$ cat src/rtl/rd_stage_sequencer_pkg.sv
// Shared definitions for the rd_stage schedule: FSM encoding, stage limits and
// the CE-mode stage mask also used by the compute-engine control decoders.
package rd_stage_sequencer_pkg;

  typedef enum logic [1:0] {
    ST_IDLE = 2'd0,
    ST_RUN  = 2'd1,
    ST_DONE = 2'd2
  } seq_state_t;

  localparam int          DEF_NUM_STAGES = 12;
  localparam logic [3:0]  STAGE_LAST     = 4'(DEF_NUM_STAGES - 1);

  // Bit n set means stage n is a CE-mode stage (6, 7, 9, 10).
  localparam logic [15:0] CE_STAGE_MASK  = 16'h06C0;

endpackage

$ cat src/rtl/rd_stage_next.sv
// Combinational next-stage function: stage+1, hopping over CE-mode stages
// when skip_ce is set.
module rd_stage_next
  import rd_stage_sequencer_pkg::*;
(
  input  logic       skip_ce,
  input  logic [3:0] stage,
  output logic [3:0] next_stage
);

  logic       found;
  logic [3:0] cand;

  // NOTE: every always_comb output gets a default first so no path can infer a latch.
  always_comb begin
    next_stage = stage + 4'd1;
    found      = 1'b0;
    cand       = 4'd0;
    for (int i = 1; i < 16; i++) begin
      cand = stage + 4'(i);
      if (!found && !(skip_ce && CE_STAGE_MASK[cand])) begin
        next_stage = cand;
        found      = 1'b1;
      end
    end
  end

endmodule

$ cat src/rtl/rd_stage_sequencer.sv
// Steps rd_stage 0..NUM_STAGES-1 with a programmable beat count per stage,
// handshaken on rd_valid/rd_ready. Optional CE-stage skipping: RD_STAGE_SKIP_EN.
module rd_stage_sequencer
  import rd_stage_sequencer_pkg::*;
#(
  parameter int NUM_STAGES = DEF_NUM_STAGES,
  parameter int BEAT_W     = 8
) (
  input  logic              clk,
  input  logic              rst,
`ifdef RD_STAGE_SKIP_EN
  input  logic              ce_enable,
`endif
  input  logic              start,
  input  logic              abort,
  input  logic [BEAT_W-1:0] beats_per_stage,
  input  logic              rd_ready,
  output logic              rd_valid,
  output logic [3:0]        rd_stage,
  output logic [BEAT_W-1:0] rd_beat,
  output logic              stage_last,
  output logic              busy,
  output logic              done
);

  localparam logic [3:0] LAST_IDX = 4'(NUM_STAGES - 1);

  seq_state_t        state, state_next;
  logic [BEAT_W-1:0] len_q;
  logic [BEAT_W-1:0] beat_q;
  logic [3:0]        stage_q;
  logic [3:0]        stage_nxt;
  logic              skip_q;
  logic              consume;
  logic              beat_last;
  logic              final_beat;

  assign consume    = (state == ST_RUN) && rd_ready;
  assign beat_last  = (beat_q == len_q - BEAT_W'(1));
  assign final_beat = consume && beat_last && (stage_q == LAST_IDX);

  rd_stage_next u_next (
    .skip_ce    (skip_q),
    .stage      (stage_q),
    .next_stage (stage_nxt)
  );

  // NOTE: sequential state uses non-blocking assignments so every flop samples pre-edge values.
  always_ff @(posedge clk) begin
    if (rst) state <= ST_IDLE;
    else     state <= state_next;
  end

  always_comb begin
    state_next = state;
    rd_valid   = 1'b0;
    busy       = 1'b0;
    done       = 1'b0;
    unique case (state)
      ST_IDLE: if (start) state_next = ST_RUN;
      ST_RUN: begin
        rd_valid = 1'b1;
        busy     = 1'b1;
        // Abort takes priority over a simultaneous final consume.
        if (abort)           state_next = ST_IDLE;
        else if (final_beat) state_next = ST_DONE;
      end
      ST_DONE: begin
        done       = 1'b1;
        state_next = ST_IDLE;
      end
      default: state_next = ST_IDLE;
    endcase
  end

  always_ff @(posedge clk) begin
    if (rst) begin
      len_q   <= BEAT_W'(1);
      beat_q  <= '0;
      stage_q <= '0;
      skip_q  <= 1'b0;
    end else begin
      unique case (state)
        ST_IDLE: if (start) begin
          len_q   <= (beats_per_stage == '0) ? BEAT_W'(1) : beats_per_stage;
          beat_q  <= '0;
          stage_q <= '0;
`ifdef RD_STAGE_SKIP_EN
          skip_q  <= ~ce_enable;
`else
          skip_q  <= 1'b0;
`endif
        end
        ST_RUN: begin
          if (abort || final_beat) begin
            beat_q  <= '0;
            stage_q <= '0;
          end else if (consume) begin
            if (beat_last) begin
              beat_q  <= '0;
              stage_q <= stage_nxt;
            end else begin
              beat_q  <= beat_q + BEAT_W'(1);
            end
          end
        end
        default: begin
          beat_q  <= '0;
          stage_q <= '0;
        end
      endcase
    end
  end

  assign rd_stage   = stage_q;
  assign rd_beat    = beat_q;
  assign stage_last = rd_valid && beat_last;

endmodule

$ cat config.mk
export PLATFORM = sky130hd
export DESIGN_NAME = rd_stage_sequencer
export DESIGN_NICKNAME = d
export VERILOG_FILES = /design/src/rtl/rd_stage_sequencer_pkg.sv /design/src/rtl/rd_stage_next.sv /design/src/rtl/rd_stage_sequencer.sv
export SDC_FILE = /design/constraint.sdc
export NUM_CORES = 1
export LEC_CHECK = 0
export ABC_AREA = 1
export CORE_AREA = 4 4 54 105
export DETAILED_ROUTE_END_ITERATION = 10
export DIE_AREA = 0 0 58 109
export PLACE_DENSITY = 0.69
export SYNTH_ARGS = -nofsm -noshare
export SYNTH_HDL_FRONTEND = slang
export SYNTH_HIERARCHICAL = 1
export SYNTH_SLANG_ARGS = --single-unit
$ cat constraint.sdc
create_clock -name clk -period 3.1 [get_ports clk]
set_input_delay 0.62 -clock clk [delete_from_list [all_inputs] [get_ports clk]]
set_output_delay 0.62 -clock clk [all_outputs]
set_load 0.01 [all_outputs]
---- Yosys cells after proc, flatten, opt, wreduce, memory -nomap -nowiden ----
Cells that the tools add are included.
storage, ports and cells
  register bits after elaboration ......... 22
  bits in latches ......................... 0
  memory bits (writable) .................. 0
  memory bits (read-only) ................. 0
  bits of input ports ..................... 13
  output and inout port bits .............. 16
  memories kept ........................... 0
operators by class
  $add $sub $neg .......................... 3
  multipliers ............................. 0
  divide/modulo/power cells ............... 0
  order comparisons ....................... 0
  equal/unequal tests ..................... 8
  shifts and indexed selects .............. 0
  muxes and demuxes ....................... 17
  bitwise operators ....................... 0
  reduce and logical (&&, ||, !) cells .... 11
operators with widths
  kind                   count
  $mux W8                5
  $mux W4                4
  $pmux W8 S2            1
  $add A8 B1 Y8 const B  1
  $eq A8 B8 Y1           1
  $logic_not A8 Y1       1
  $pmux W4 S2            1
  $sub A8 B1 Y8 const B  1
  $mux W2                3
  $ne A3 B2 Y1 const B   2
  $reduce_and A2 Y1      3
  $add A4 B1 Y4 const B  1
  $eq A4 B4 Y1 const B   1
  $logic_and A1 B1 Y1    4
  $pmux W2 S2            1
  $ne A3 B3 Y1 const B   1
  $reduce_and A3 Y1      1
  $eq A2 B1 Y1 const B   1
  $eq A2 B2 Y1 const B   1
  $logic_not A2 Y1       1
  $mux W1                2
  $ne A2 B2 Y1 const B   1
  $logic_or A1 B1 Y1     1

---- Longest topological paths before layout ----
  depth after elaboration ................. 7
  mapped depth ............................ 23
  depth with buffers taken out ............ 22

---- Hierarchy ----
Netlist, hierarchy kept.
modules (own cells, without submodules)
  module              times used  cells an instance  area each (µm²)  seq. area each (µm²)
  rd_stage_sequencer  1           193                1257.5           440.4
  rd_stage_next       1           159                882.1            0.0

---- Least setup slack after synthesis ----
No wires, ideal clock.
  path kind ............................... register -> output
  from .................................... register len_q[0]
  to ...................................... output port stage_last
  data arrival time ....................... 1.386 ns
  required time ........................... 2.480 ns
  path slack .............................. 1.094 ns
  stages on the path, launching flop included .. 12
  buffers on the path ..................... 0
  cell sequence ........................... dfxtp_1 > inv_2 > ha_1 > nand2_1 > inv_1 > nor2_1 > nand2_1 > nor2_1 > nand3_1 > nor2_2 > nand2_1 > nor2_1
on the way
  longest elaborated chain between the ends .. 3
RTL lines
  element                   line                       text
  start: declaration        rd_stage_sequencer.sv:29   logic [BEAT_W-1:0] len_q;
  start signal: assignment  rd_stage_sequencer.sv:85   len_q <= (beats_per_stage == '0) ? BEAT_W'(1) : beats_per_stage;
  $sub A8 B1 Y8             rd_stage_sequencer.sv:39   assign beat_last = (beat_q == len_q - BEAT_W'(1));
  $eq A8 B8 Y1              rd_stage_sequencer.sv:39
  $logic_and A1 B1 Y1       rd_stage_sequencer.sv:117  assign stage_last = rd_valid && beat_last;
  end: declaration          rd_stage_sequencer.sv:21   output logic stage_last,
No other way between the ends.

---- Final worst setup path ----
Same ends and word-level chain as after synthesis.

==> results.yml <==
power:
  combinationalPowerShare_pct: 35.6
  p_per_area_nw_per_um2: 362
  p_total_mw: 0.924
  swShare_pct: 36.1
  switchingPower_mw: 0.334
  power.leakage_nw: 1.22
  internal-power_mw: 0.590
  vdd_ir_drop_max_uv: 395
  seqPwrFrac_pct: 34.7
  pwr-share-clk_pct: 29.7
worst_setup_path:
  worst-setup-path-type: "register to primary output"
  r2r_start: "rd_stage[0]"
  end_kind: "primary output"
  required_ns: 2.48
  worst_setup_path_start_kind: "register"
  arrival_ns: 2.29
  reg2reg_slack_ns: 0.99
  worst-path-max-fanout: 4
  crit_start: "len_q[0]"
routing:
  vias: 2297
  wl_per_cell_microns: 13.5
  viasPerCell: 5.21
  drt_wl_total_mm: 5.93
  ant_nets: 0
  dr.pass1.iters: 4
  drt_iter0_drc: 49
  drc: 0
cts:
  root_buffer: "clkbuf_8"
  cts_setup_buffers: 0
  htree_levels: 1
  cts_made_buffers: 3
  cts.clk_slew.worst_paths_ns: 0.09
  cts.hold.buffers_added: 0
  clk_latency_ns: 0.27
  cts_sinks: 22
  clockBufferDepth: 2
  cts_tree: "yes"
  cts.repair.resized: 0
cells_and_area:
  fin_util_pct: 52.4
  fill_cells: 512
  regArea_sq_um: 440
  drive_above_1_share_pct: 10.2
  stdcell_count: 441
  stdcell_area_sq_um: 2550
  syn2layout_area_growth_pct: 19.2
  multiInputGateArea_sq_um: 1470
  fin_nets: 408
  antennaDiodeCount: 0
timing:
  worst_slack_ns: 0.191
  rsz0062_at_grt: "no"
  worst_slew_pin_slew_ns: 0.555
  finalMaxSlewViolations: 0
  hold_ws_ns: 0.485
  relSlewSlack_pct: 62.9
  fin_skew_ns: 0.00618
  setup_tns_ns: 0
  min_period_ns: 2.91
  setup_violations: 0
  fmax_mhz: 344
  fin_crit_sh_pct: 93.8
  hold_violations: 0
floorplanning:
  die-height_microns: 109
  start_util_pct: 44.0
  core-area_sq_um: 4860
  die_w_microns: 58
  num_rows: 36
  ios: 29
  die-area_sq_um: 6320
worst_hold_path:
  min_from: "len_q[1]"
  hp-class: "register to register"
logic_synthesis:
  synth_edf_count: 0
  netlist_top_cells_area: "dfxtp_1 (21%), nand2_1 (15%), nor2_1 (8.8%)"
  syn_area_sq_um: 2140
  syn_inst: 352
  ys_seq_elements: 22
  yosys.area.top_type: "dfxtp_1"
  synth.avg_cell_area_sq_um: 6.08
  ys_types: 38
  yosysSeqAreaShare_pct: 20.6
  yosys_warnings: 6
  synth_async_sr_flop_share_pct: 0
  yosysMostFrequentCell: "nand2_1"
  synth-main-ff-cell: "dfxtp_1"
  synth_top_area_share_pct: 20.6
  synth_common_cells: "nand2_1 (86), nor2_1 (50), inv_1 (45)"
place:
  place.gp.congestion: 0.944
  placed_area_sq_um: 2480
  hpwl_mm: 4.94
  port-buffer-count: 28
  dp.cells: 437
  dp_slack_ns: 0.551
global_route:
  grt_pass1_wl_mm: 9.92
  grt_usage_pct: 20.2
  antenna_found_initial: 0
  grt_overflow_total: 0
  grt_pass1_vias: 2270
  grt_max_degree: 18
outcome:
  status: "completed"
flow_run:
  cap_violations: 0
## layout make-up
type,count,share of cell area [%]
clock buffer,3,1.62
tap,57,2.80
inverter,53,8.09
clock inverter,1,1.18
sequential,22,17.3
multi-input combinational,276,57.8
timing repair buffer,29,11.3
## sequential cells by signal, summed over array words and instances (netlist names)
| register | cells |
|---|---|
| rd_beat | 8 |
| len_q | 8 |
| rd_stage | 4 |
| state | 2 |
## critical path, stage by stage (launching register included)
cell and delay (ns):
dfxtp_1 0.37, inv_2 0.06, ha_1 0.30, nand2_1 0.07, inv_1 0.04, nor2_1 0.08, nand2_1 0.06, nor2_1 0.08
nand3_1 0.08, nor2_2 0.11, nand2_1 0.09, nor2_1 0.11, clkdlybuf4s50_1 0.55
## worst paths after layout
path / endpoint / depth (start not counted)
worst max-delay path: stage_last / 12
worst max register to register: rd_stage[1] / 12
worst min register to register: len_q[1] / 2
worst min-delay path: len_q[1] / 2
## power by group through the flow
| stage | sequential, mW | clock (mW) | combinational (mW) |
|---|---|---|---|
| floorplan | 0.321 | 0 | 0.238 |
| finish | 0.321 | 0.274 | 0.329 |
| global route | 0.323 | 0.285 | 0.371 |
| detailed placement | 0.328 | 0 | 0.319 |
| global placement | 0.327 | 0 | 0.315 |
| CTS | 0.321 | 0.282 | 0.320 |
## metal layers
layer / GRT usage [%] / routed length [microns]
met3: 1.66 / 136
met2: 41.1 / 3450
met1: 17.3 / 1930
met5: 0 / 0
met4: 14.1 / 418
## placed cells by master (no fill, tap or decap), types with 5 or more instances in the layout
| cell | count |
|---|---|
| ha_1 | 10 |
| dfxtp_1 | 22 |
| nand3_1 | 37 |
| a21oi_1 | 14 |
| inv_2 | 5 |
| xor2_1 | 10 |
| nor3_1 | 7 |
| nand2_1 | 86 |
| clkdlybuf4s50_1 | 28 |
| o21ai_0 | 13 |
| nor2_1 | 50 |
| nand2_2 | 6 |
| conb_1 | 5 |
| inv_1 | 45 |
| nand2_4 | 5 |
## cell families after synthesis
group / share of synthesized area, %
adder cells (fa/ha/maj): 5.85
XOR/XNOR: 4.50
AO/OA/AOI/OAI: 9.47
buffers and inverters: 11.2
other: 0.175
AND/OR/NAND/NOR: 48.2
flip-flops: 20.6
No activity file was read; power rests on OpenSTA's default activity.
